`config.mk`:
```
export PLATFORM = sky130hd
export DESIGN_NAME = pipe_stage_elastic
export DESIGN_NICKNAME = d
export VERILOG_FILES = /design/src/rtl/pipe_pkg.sv /design/src/rtl/pipe_slot.sv /design/src/rtl/pipe_stage_elastic.sv
export SDC_FILE = /design/constraint.sdc
export NUM_CORES = 1
export LEC_CHECK = 0
export BUFFER_PORTS_ARGS = -buffer_cell sky130_fd_sc_hd__buf_2
export CAP_MARGIN = 10
export CORE_MARGIN = 2
export CORE_UTILIZATION = 46
export CTS_CLUSTER_DIAMETER = 40
export DETAILED_ROUTE_END_ITERATION = 6
export GPL_ROUTABILITY_DRIVEN = 0
export HOLD_SLACK_MARGIN = 0.06
export PLACE_DENSITY = 0.81
export SLEW_MARGIN = 20
export SYNTH_ARGS = -nofsm -noshare
export SYNTH_HDL_FRONTEND = slang
export SYNTH_HIERARCHICAL = 1
export SYNTH_SLANG_ARGS = --single-unit
```
`constraint.sdc`:
```
create_clock -name clock -period 2.3 [get_ports clock]
set_clock_uncertainty 0.05 [all_clocks]
set_input_delay 0.345 -clock clock [delete_from_list [all_inputs] [get_ports clock]]
set_output_delay 0.345 -clock clock [all_outputs]
set_load 0.05 [all_outputs]
```
`src/rtl/pipe_pkg.sv`:
```
// rtl/pipe_pkg.sv - shared widths, occupancy encoding and per-boundary payload field offsets
package pipe_pkg;

    localparam int PIPE_DATA_W_DEF = 128;
    localparam int PIPE_CNT_W_DEF  = 16;

    localparam logic [1:0] OCC_EMPTY = 2'd0;
    localparam logic [1:0] OCC_ONE   = 2'd1;
    localparam logic [1:0] OCC_TWO   = 2'd2;

    // RR/EX payload layout, LSB-first
    localparam int RR_EX_PC_LSB     = 0;
    localparam int RR_EX_PC_W       = 32;
    localparam int RR_EX_DO1_LSB    = RR_EX_PC_LSB + RR_EX_PC_W;
    localparam int RR_EX_DO1_W      = 32;
    localparam int RR_EX_DO2_LSB    = RR_EX_DO1_LSB + RR_EX_DO1_W;
    localparam int RR_EX_DO2_W      = 32;
    localparam int RR_EX_EX_CT_LSB  = RR_EX_DO2_LSB + RR_EX_DO2_W;
    localparam int RR_EX_EX_CT_W    = 8;
    localparam int RR_EX_MEM_CT_LSB = RR_EX_EX_CT_LSB + RR_EX_EX_CT_W;
    localparam int RR_EX_MEM_CT_W   = 4;
    localparam int RR_EX_WB_CT_LSB  = RR_EX_MEM_CT_LSB + RR_EX_MEM_CT_W;
    localparam int RR_EX_WB_CT_W    = 4;
    localparam int RR_EX_TOTAL_W    = RR_EX_WB_CT_LSB + RR_EX_WB_CT_W;

endpackage

```
`src/rtl/pipe_slot.sv`:
```
// rtl/pipe_slot.sv - one payload register plus valid bit with clear, load and invalidate
module pipe_slot #(
    parameter int                DATA_W   = 128,
    parameter logic [DATA_W-1:0] RST_DATA = '0
) (
    input  logic              clock,
    input  logic              clear,
    input  logic              load,
    input  logic              invalidate,
    input  logic [DATA_W-1:0] data_in,
    output logic              valid,
    output logic [DATA_W-1:0] data
);

    // invalidate never touches data so squashed payloads stay observable but unflagged
    always_ff @(posedge clock) begin
        if (clear) begin
            valid <= 1'b0;
            data  <= RST_DATA;
        end else if (load) begin
            valid <= 1'b1;
            data  <= data_in;
        end else if (invalidate) begin
            valid <= 1'b0;
        end
    end

endmodule

```
`src/rtl/pipe_stage_elastic.sv`:
```
// rtl/pipe_stage_elastic.sv - elastic pipeline register; PIPE_STAGE_SKID_EN adds a skid slot
module pipe_stage_elastic
    import pipe_pkg::*;
#(
    parameter int                DATA_W   = PIPE_DATA_W_DEF,
    parameter int                CNT_W    = PIPE_CNT_W_DEF,
    parameter logic [DATA_W-1:0] RST_DATA = '0
) (
    input  logic              clock,
    input  logic              clear,
    input  logic              enable,
    input  logic              flush,
    input  logic              in_valid,
    output logic              in_ready,
    input  logic [DATA_W-1:0] data_in,
    output logic              out_valid,
    input  logic              out_ready,
    output logic [DATA_W-1:0] data_out,
    output logic [1:0]        occupancy,
    output logic [CNT_W-1:0]  stall_cnt
);

    localparam logic [CNT_W-1:0] CNT_MAX = '1;

    logic              main_valid;
    logic [DATA_W-1:0] main_data;
    logic              main_load;
    logic              main_inv;
    logic [DATA_W-1:0] main_next;
    logic              in_fire;
    logic              out_fire;
    logic              active;

    assign active    = enable & ~flush;
    assign out_valid = enable & main_valid;
    assign out_fire  = out_valid & out_ready;
    assign in_fire   = in_valid & in_ready;
    assign data_out  = main_data;
    assign main_inv  = flush | (active & out_fire);

`ifdef PIPE_STAGE_SKID_EN
    logic              skid_valid;
    logic [DATA_W-1:0] skid_data;
    logic              skid_load;
    logic              skid_inv;

    // ready depends only on skid state, breaking the out_ready -> in_ready path
    assign in_ready  = enable & ~skid_valid;
    assign main_load = active & ((out_fire & skid_valid) | (in_fire & (~main_valid | out_fire)));
    assign main_next = skid_valid ? skid_data : data_in;
    assign skid_load = active & in_fire & main_valid & ~out_fire;
    assign skid_inv  = flush | (active & out_fire);
    assign occupancy = {1'b0, main_valid} + {1'b0, skid_valid};

    pipe_slot #(
        .DATA_W   (DATA_W),
        .RST_DATA (RST_DATA)
    ) u_skid (
        .clock      (clock),
        .clear      (clear),
        .load       (skid_load),
        .invalidate (skid_inv),
        .data_in    (data_in),
        .valid      (skid_valid),
        .data       (skid_data)
    );
`else
    assign in_ready  = enable & (~main_valid | out_ready);
    assign main_load = active & in_fire;
    assign main_next = data_in;
    assign occupancy = {1'b0, main_valid};
`endif

    pipe_slot #(
        .DATA_W   (DATA_W),
        .RST_DATA (RST_DATA)
    ) u_main (
        .clock      (clock),
        .clear      (clear),
        .load       (main_load),
        .invalidate (main_inv),
        .data_in    (main_next),
        .valid      (main_valid),
        .data       (main_data)
    );

    always_ff @(posedge clock) begin
        if (clear) begin
            stall_cnt <= '0;
        end else if (active & out_valid & ~out_ready & (stall_cnt != CNT_MAX)) begin
            stall_cnt <= stall_cnt + CNT_W'(1);
        end
    end

endmodule

```
==> flow_metrics.tcl, run 1 <==
set metrics [dict create \
    ant_nets 0 \
    crit_arrival_ps 2180 \
    path_class "reg -> reg" \
    fin_hold_ws_ps 119 \
    route.met3.wl_mm 1.01 \
    r2r-start "stall_cnt[0]$_SDFFE_PP0P_" \
    holdPathStages 3 \
    crit_path_end_kind "flop" \
    tns_ps 0 \
    regToRegEndpoint "stall_cnt[14]$_SDFFE_PP0P_" \
    syn_nets 657 \
    cts_resized 0 \
    dr_wl_met2_mm 6.83 \
    ys_seq_area_share_pct 51.8 \
    drc_errors 0 \
    crit_chain "ha_1 > nand3_1 > or2_4 > nor4b_1 > mux2_2" \
    fmax_mhz 517 \
    min-delay-start "data_in[10]" \
    critPathMaxFanout 6 \
    powerDensity_nw_per_um2 834 \
    root_buffer "clkbuf_16" \
    ys_ff_latch 145 \
    slew_violations 0 \
    numCtsBuffers 17 \
    drt_iter0_markers 308 \
    synth_edf_count 0 \
    top_layer_used "met4" \
    reg2reg_depth 5 \
    routed_wl_mm 13.7 \
    slowest_delay_ps 390 \
    numPortBuffers 280 \
    clk_pin_slew_ps 60 \
    place_hpwl_mm 9.84 \
    r2r_setup_slack_ps 370 \
    p_leak_nw 3.61 \
    holdCritPathClass "in -> reg" \
    n_antenna_cell 0 \
    fin_crit_sh_pct 84.1 \
    fin_nets 934 \
    antenna_found_initial 0 \
    grt_pass1_wl_mm 20.9 \
    area_growth_pct 36.8 \
    grt_overflow 0 \
    track_usage_pct 20.5 \
    routed_via_density 4.90 \
    critPathRequiredTime_ps 2550 \
    cts_tree "yes" \
    fp.dieH_um 114 \
    ios 282 \
    die_x_um 114 \
    initial_core_util_pct 46.8 \
    rsz0062_at_grt "false" \
    cap_violations 0 \
    synth_warnings 6 \
    synth-async-reset-ratio_pct 0 \
    fin_area_um2 7660 \
    cts_buffer_depth 2 \
    place_area_um2 7000 \
    crit_slowest_cell "dfxtp_1" \
    grt_max_degree 73 \
    place_inst 927 \
    syn_area_um2 5600 \
    post-cts-setup-buffer-count 0 \
    cts-hold-fix-buffers 0 \
    final_cells 959 \
    drt-met1-wl_mm 5.60 \
    drt_first_pass_iters 4 \
    routed-via-count 4700 \
    routedWlPerCell_um 14.3 \
    insertion_delay_ps 410 \
    peakVddDrop_v 0.000439 \
    fin_crit_ps 1930 \
    grt_pass1_vias 4315 \
    synthFlopType "dfxtp_1" \
    clkSinkCount 145 \
    rows 40 \
    p_total_mw 6.39 \
    fp.coreArea_um2 12000 \
    synth_cell_types 40 \
    design.die.area_um2 13100 \
    netlist_instances 522 \
    syn_avg_cell_area_um2 10.7 \
    hold_path_end "u_main/data[10]$_SDFFE_PP0P_" \
    hold_viol_final 0 \
    drive_gt1_share_pct 41.1 \
    status "complete, no violations" \
    start_kind "flop" \
    htree_levels 4 \
    setup_violations 0 \
]
-- per-layer routing --
metal / global-route usage [%] / up-vias
met5: 0 / -
met4: 8.54 / 0
met3: 7.31 / 29
met2: 34.8 / 199
met1: 23.4 / 2141
li1: - / 2331
-- final cells by class --
type | instances | area [um^2]
Tap cell | 147 | 184
Multi-Input combinational cell | 340 | 2340
Sequential cell | 145 | 2900
Clock inverter | 9 | 176
Clock buffer | 23 | 488
Fill cell | 977 | 4300
Timing Repair Buffer | 293 | 1560
Inverter | 2 | 7.51
-- state kept, by name, summed over array words and instances (netlist names) --
signal,cells
u_main/valid,1
u_main/data,128
stall_cnt,16
-- kinds of logic (layout without fill, tap and decap cells) --
group / after synthesis / after routing / share of synthesized area [%]
adders and majority gates: 1 / 1 / 0.223
other: 1 / 1 / 0.0669
buffers and inverters: 37 / 327 / 6.48
AOI/OAI and AO/OA: 27 / 27 / 2.84
muxes: 132 / 132 / 23.6
and+or+nand+nor: 179 / 179 / 14.9
DFF: 145 / 145 / 51.8
-- cell usage in the layout (no fill, tap or decap), drive strengths merged, types with 2 or more instances in the layout --
cell type	n
a21oi	13
and2	4
buf	293
or4	5
nor2	134
nand4	6
nor4	2
nand2	6
nor2b	3
o31ai	6
inv	2
and4bb	2
mux2	3
clkinv	3
bufinv	5
clkbuf	23
or3	6
mux2i	129
dfxtp	145
o21ai	5
-- Yosys cell counts (2+ instances only) --
cell	instances	area, um^2
a21oi_1	13	65.1
and2_1	4	25.0
and4bb_2	2	25.0
buf_12	11	220
buf_2	3	15.0
buf_4	4	30.0
buf_6	2	22.5
clkbuf_1	14	52.6
dfxtp_1	145	2900
inv_1	2	7.51
mux2_2	3	33.8
mux2i_1	129	1290
nand2_1	6	22.5
nand4_1	3	18.8
nand4_2	3	37.5
nor2_1	134	503
nor2b_1	3	18.8
o21ai_0	5	25.0
o31ai_1	6	45.0
or3_1	6	37.5
or4_1	5	37.5
-- worst max-delay path: cells and delay by family (launching register included) --
kind	cells	cell delay, ps
DFF	1	390
and+or+nand+nor	3	800
adders and majority gates	1	210
muxes	1	370
-- worst max path at each step --
stage | cells past startpoint | startpoint | slack, ps | endpoint
2_1_floorplan | 8 | out_ready | 60 | u_main/data[100]$_SDFFE_PP0P_
3_3_place_gp | 5 | stall_cnt[0]$_SDFFE_PP0P_ | 470 | stall_cnt[14]$_SDFFE_PP0P_
3_5_place_dp | 5 | stall_cnt[0]$_SDFFE_PP0P_ | 410 | stall_cnt[14]$_SDFFE_PP0P_
4_1_cts | 5 | stall_cnt[0]$_SDFFE_PP0P_ | 390 | stall_cnt[14]$_SDFFE_PP0P_
5_1_grt | 5 | stall_cnt[0]$_SDFFE_PP0P_ | 260 | stall_cnt[14]$_SDFFE_PP0P_
6_report | 5 | stall_cnt[0]$_SDFFE_PP0P_ | 370 | stall_cnt[14]$_SDFFE_PP0P_
-- metrics by stage --
step	setup WS [ps]	util, %
6_report	365	64.1
5_1_grt	262	64.1
4_1_cts	393	64.1
3_5_place_dp	412	58.5
3_3_place_gp	470	58.5
2_1_floorplan	57.8	-
-- power breakdown --
part / switching, mW / internal (mW)
combinational: 0.481 / 0.243
clock: 0.996 / 2.04
sequential: 0.0376 / 2.59
No activity file was read; power rests on OpenSTA's default activity.
==> inputs of run 2 (changes only) <==
--- a/config.mk
+++ b/config.mk
@@ -5,15 +5,16 @@
 export SDC_FILE = /design/constraint.sdc
 export NUM_CORES = 1
 export LEC_CHECK = 0
+export ABC_AREA = 1
 export BUFFER_PORTS_ARGS = -buffer_cell sky130_fd_sc_hd__buf_2
 export CAP_MARGIN = 10
 export CORE_MARGIN = 2
-export CORE_UTILIZATION = 46
+export CORE_UTILIZATION = 45
 export CTS_CLUSTER_DIAMETER = 40
 export DETAILED_ROUTE_END_ITERATION = 6
 export GPL_ROUTABILITY_DRIVEN = 0
 export HOLD_SLACK_MARGIN = 0.06
-export PLACE_DENSITY = 0.81
+export PLACE_DENSITY = 0.79
 export SLEW_MARGIN = 20
 export SYNTH_ARGS = -nofsm -noshare
 export SYNTH_HDL_FRONTEND = slang
==> constraint.sdc (replaced) <==
create_clock -name clock -period 1.79 [get_ports clock]
set_clock_uncertainty 0.05 [all_clocks]
set_input_delay 0.2685 -clock clock [delete_from_list [all_inputs] [get_ports clock]]
set_output_delay 0.2685 -clock clock [all_outputs]
set_load 0.05 [all_outputs]
==> run 2 against run 1 <==
Compared with the run above:
- clock-buffer cell count is 1 higher
- sequential power is 32% higher
- critical path depth is 3 higher
- combinational power is 94% higher
- sequential cell count stayed put
- final cell count is 31% higher
- non-clock buffer count is 119 higher
- register-to-register slack worse by 240 ps
- worst hold slack worse by 39 ps
- critical endpoint unchanged
==> flow_metrics.tcl, run 2 <==
set metrics [dict create \
    status "complete, no violations" \
    routed-via-count 6391 \
    drt_iter0_markers 570 \
    fmax_mhz 602 \
    synth_edf_count 0 \
    grt_max_degree 78 \
    slew_violations 0 \
    antenna_found_initial 0 \
    area_growth_pct 58.0 \
    drc_errors 0 \
    synth_adder_area_share_pct 0.228 \
    crit_family "simple AND/OR/NAND/NOR gates" \
    synth_warnings 6 \
    top_register "u_main/data" \
    synth_top_cell_by_area "dfxtp_1" \
    clockPowerShare_pct 40.1 \
    root_buffer "clkbuf_16" \
    crit_buf_inv 1 \
    clkSinkCount 145 \
    synth-async-reset-ratio_pct 0 \
    holdCritPathClass "in -> reg" \
    peakVddDrop_v 0.000847 \
    numPortBuffers 280 \
    htree_levels 4 \
    layout_common_cells "nor2_1 (288), buf_2 (280), dfxtp_1 (143), o21ai_0 (133), dlygate4sd3_1 (123)" \
    powerDensity_nw_per_um2 937 \
    muxShareOfSynthArea_pct 0 \
    final.fill_count 798 \
    ys_seq_area_share_pct 52.9 \
    critPathMaxFanout 6 \
    routedWlPerCell_um 15.4 \
    grt_overflow 0 \
    cts_tree "yes" \
    rows 40 \
    yosysMostFrequentCell "nor2_1" \
    crit_path_end_kind "flop" \
    power.share.combinational_pct 17.3 \
    die_x_um 114 \
    critPathRequiredTime_ps 2070 \
    synthFlopType "dfxtp_1" \
    final_cells 1259 \
    synth_area_leaders "dfxtp_1 (53%), nor2_1 (20%), o21ai_0 (12%)" \
    fin_nets 1234 \
    synth_xor_area_share_pct 0.319 \
    insertion_delay_ps 400 \
    hold_viol_final 0 \
    netlist_instances 714 \
    syn_nets 849 \
    ant_nets 0 \
    drt_first_pass_iters 5 \
    largest_reg_flops 128 \
    place_inst 1104 \
    setup_violations 0 \
    synth_common_cells "nor2_1 (289), dfxtp_1 (145), o21ai_0 (133), nand2_1 (41), nand3_1 (16)" \
    yosysTopAreaCellShare_pct 52.9 \
    slowest_delay_ps 350 \
    cts_buffer_depth 2 \
    clk_pin_slew_ps 60 \
    fp.coreArea_um2 12000 \
    p_leak_nw 4.43 \
    fin_crit_sh_pct 92.8 \
    tns_ps 0 \
    rsz0062_at_grt "false" \
    syn_area_um2 5490 \
    cap_violations 0 \
    synth_top_family_by_area "simple AND/OR/NAND/NOR gates" \
    drive_gt1_share_pct 29.7 \
    fp.dieH_um 114 \
    start_kind "flop" \
    routed_wl_mm 19.4 \
    initial_core_util_pct 45.9 \
    cts_resized 0 \
    crit_slowest_cell "nor2_1" \
    final_common_cell "nor2_1" \
    swShare_pct 27.9 \
    grt_pass1_wl_mm 29.9 \
    fin_crit_ps 1660 \
    routed_via_density 5.08 \
    track_usage_pct 29.0 \
    synth_compound_area_share_pct 13.6 \
    path_class "reg -> reg" \
    ios 282 \
    internal_power_mw 5.85 \
    crit_chain "ha_1 > nand3_1 > inv_1 > nand2_2 > nor2_2 > nor2_1 > nand2_1 > a21oi_1" \
    crit_arrival_ps 1940 \
    p_switching_mw 2.27 \
    seqPwrFrac_pct 42.6 \
    numCtsBuffers 17 \
    synth_cell_types 24 \
    post-cts-setup-buffer-count 0 \
    top_regs "u_main/data (128), stall_cnt (16), u_main/valid (1)" \
    design.die.area_um2 13100 \
    place_hpwl_mm 10.7 \
    ys_ff_latch 145 \
    syn_avg_cell_area_um2 7.68 \
    grt_pass1_vias 6220 \
    synth-simple-area-share_pct 26.0 \
]
-- run 2: power groups by stage --
stage               clock network (mW)  logic [mW]  registers, mW
floorplan                            0       0.280           4.03
global placement                     0        1.14           3.51
detailed placement                   0        1.15           3.51
CTS                               3.30        1.36           3.45
global route                      3.44        1.48           3.47
finish                            3.26        1.41           3.46
-- run 2: layout make-up --
type | instances | area [um^2] | area share, %
sequential | 145 | 2910 | 33.5
timing repair buffer | 412 | 2760 | 31.9
multi-input combinational | 508 | 2210 | 25.5
clock buffer | 24 | 482 | 5.56
tap | 147 | 184 | 2.12
inverter | 15 | 58.8 | 0.679
clock inverter | 6 | 57.6 | 0.664
antenna | 2 | 5.00 | 0.0577
-- run 2: worst paths after layout --
path	start	to	slack, ps	cells past startpoint
min reg2reg	u_main/data[116]$_SDFFE_PP0P_	u_main/data[116]$_SDFFE_PP0P_	440	2
max reg2reg	stall_cnt[0]$_SDFFE_PP0P_	stall_cnt[14]$_SDFFE_PP0P_	130	8
max	stall_cnt[0]$_SDFFE_PP0P_	stall_cnt[14]$_SDFFE_PP0P_	130	8
min	data_in[69]	u_main/data[69]$_SDFFE_PP0P_	80	3
-- run 2: metal layers --
metal  GRT usage [%]  routed length, um  vias to the layer above
li1                -                  -                     3040
met1            30.6               7250                     2943
met2            51.5               9860                      333
met3            8.15               1460                       75
met4            16.4                822                        0
met5               0                  0                        -
-- run 2: repair_timing --
item	4_1_cts	5_1_grt
endpoints found under the setup margin	0	0
hold buffers	123	0
endpoints found under the hold margin	123	0
-- run 2: logic make-up (layout without fill, tap and decap cells) --
kind of cell / Yosys count / count (layout)
other: 1 / 3
xor gates and xnor gates: 2 / 2
adders and majority gates: 1 / 1
AOI/OAI and AO/OA: 147 / 147
and+or+nand+nor: 357 / 357
DFF: 145 / 145
buffers and inverters: 61 / 457
-- run 2: worst reg2reg max path, cell delays in order, from the launching register on --
cell and delay [ps]:
dfxtp_2 330, ha_1 230, nand3_1 120, inv_1 110, nand2_2 110, nor2_2 50
nor2_1 350, nand2_1 110, a21oi_1 140
-- run 2: metrics by stage --
stage / utilization [%] / cell area [um^2] / hold WS [ps] / setup WS, ps / total power, mW
floorplan: - / 5490 / 288 / 85.5 / 4.31
global placement: 57.6 / 6890 / 418 / 216 / 4.65
detailed placement: 57.6 / 6890 / 427 / 147 / 4.66
CTS: 72.4 / 8660 / 61.7 / 132 / 8.12
global route: 72.4 / 8660 / 70.8 / 22.4 / 8.39
finish: 72.5 / 8670 / 80.3 / 129 / 8.12
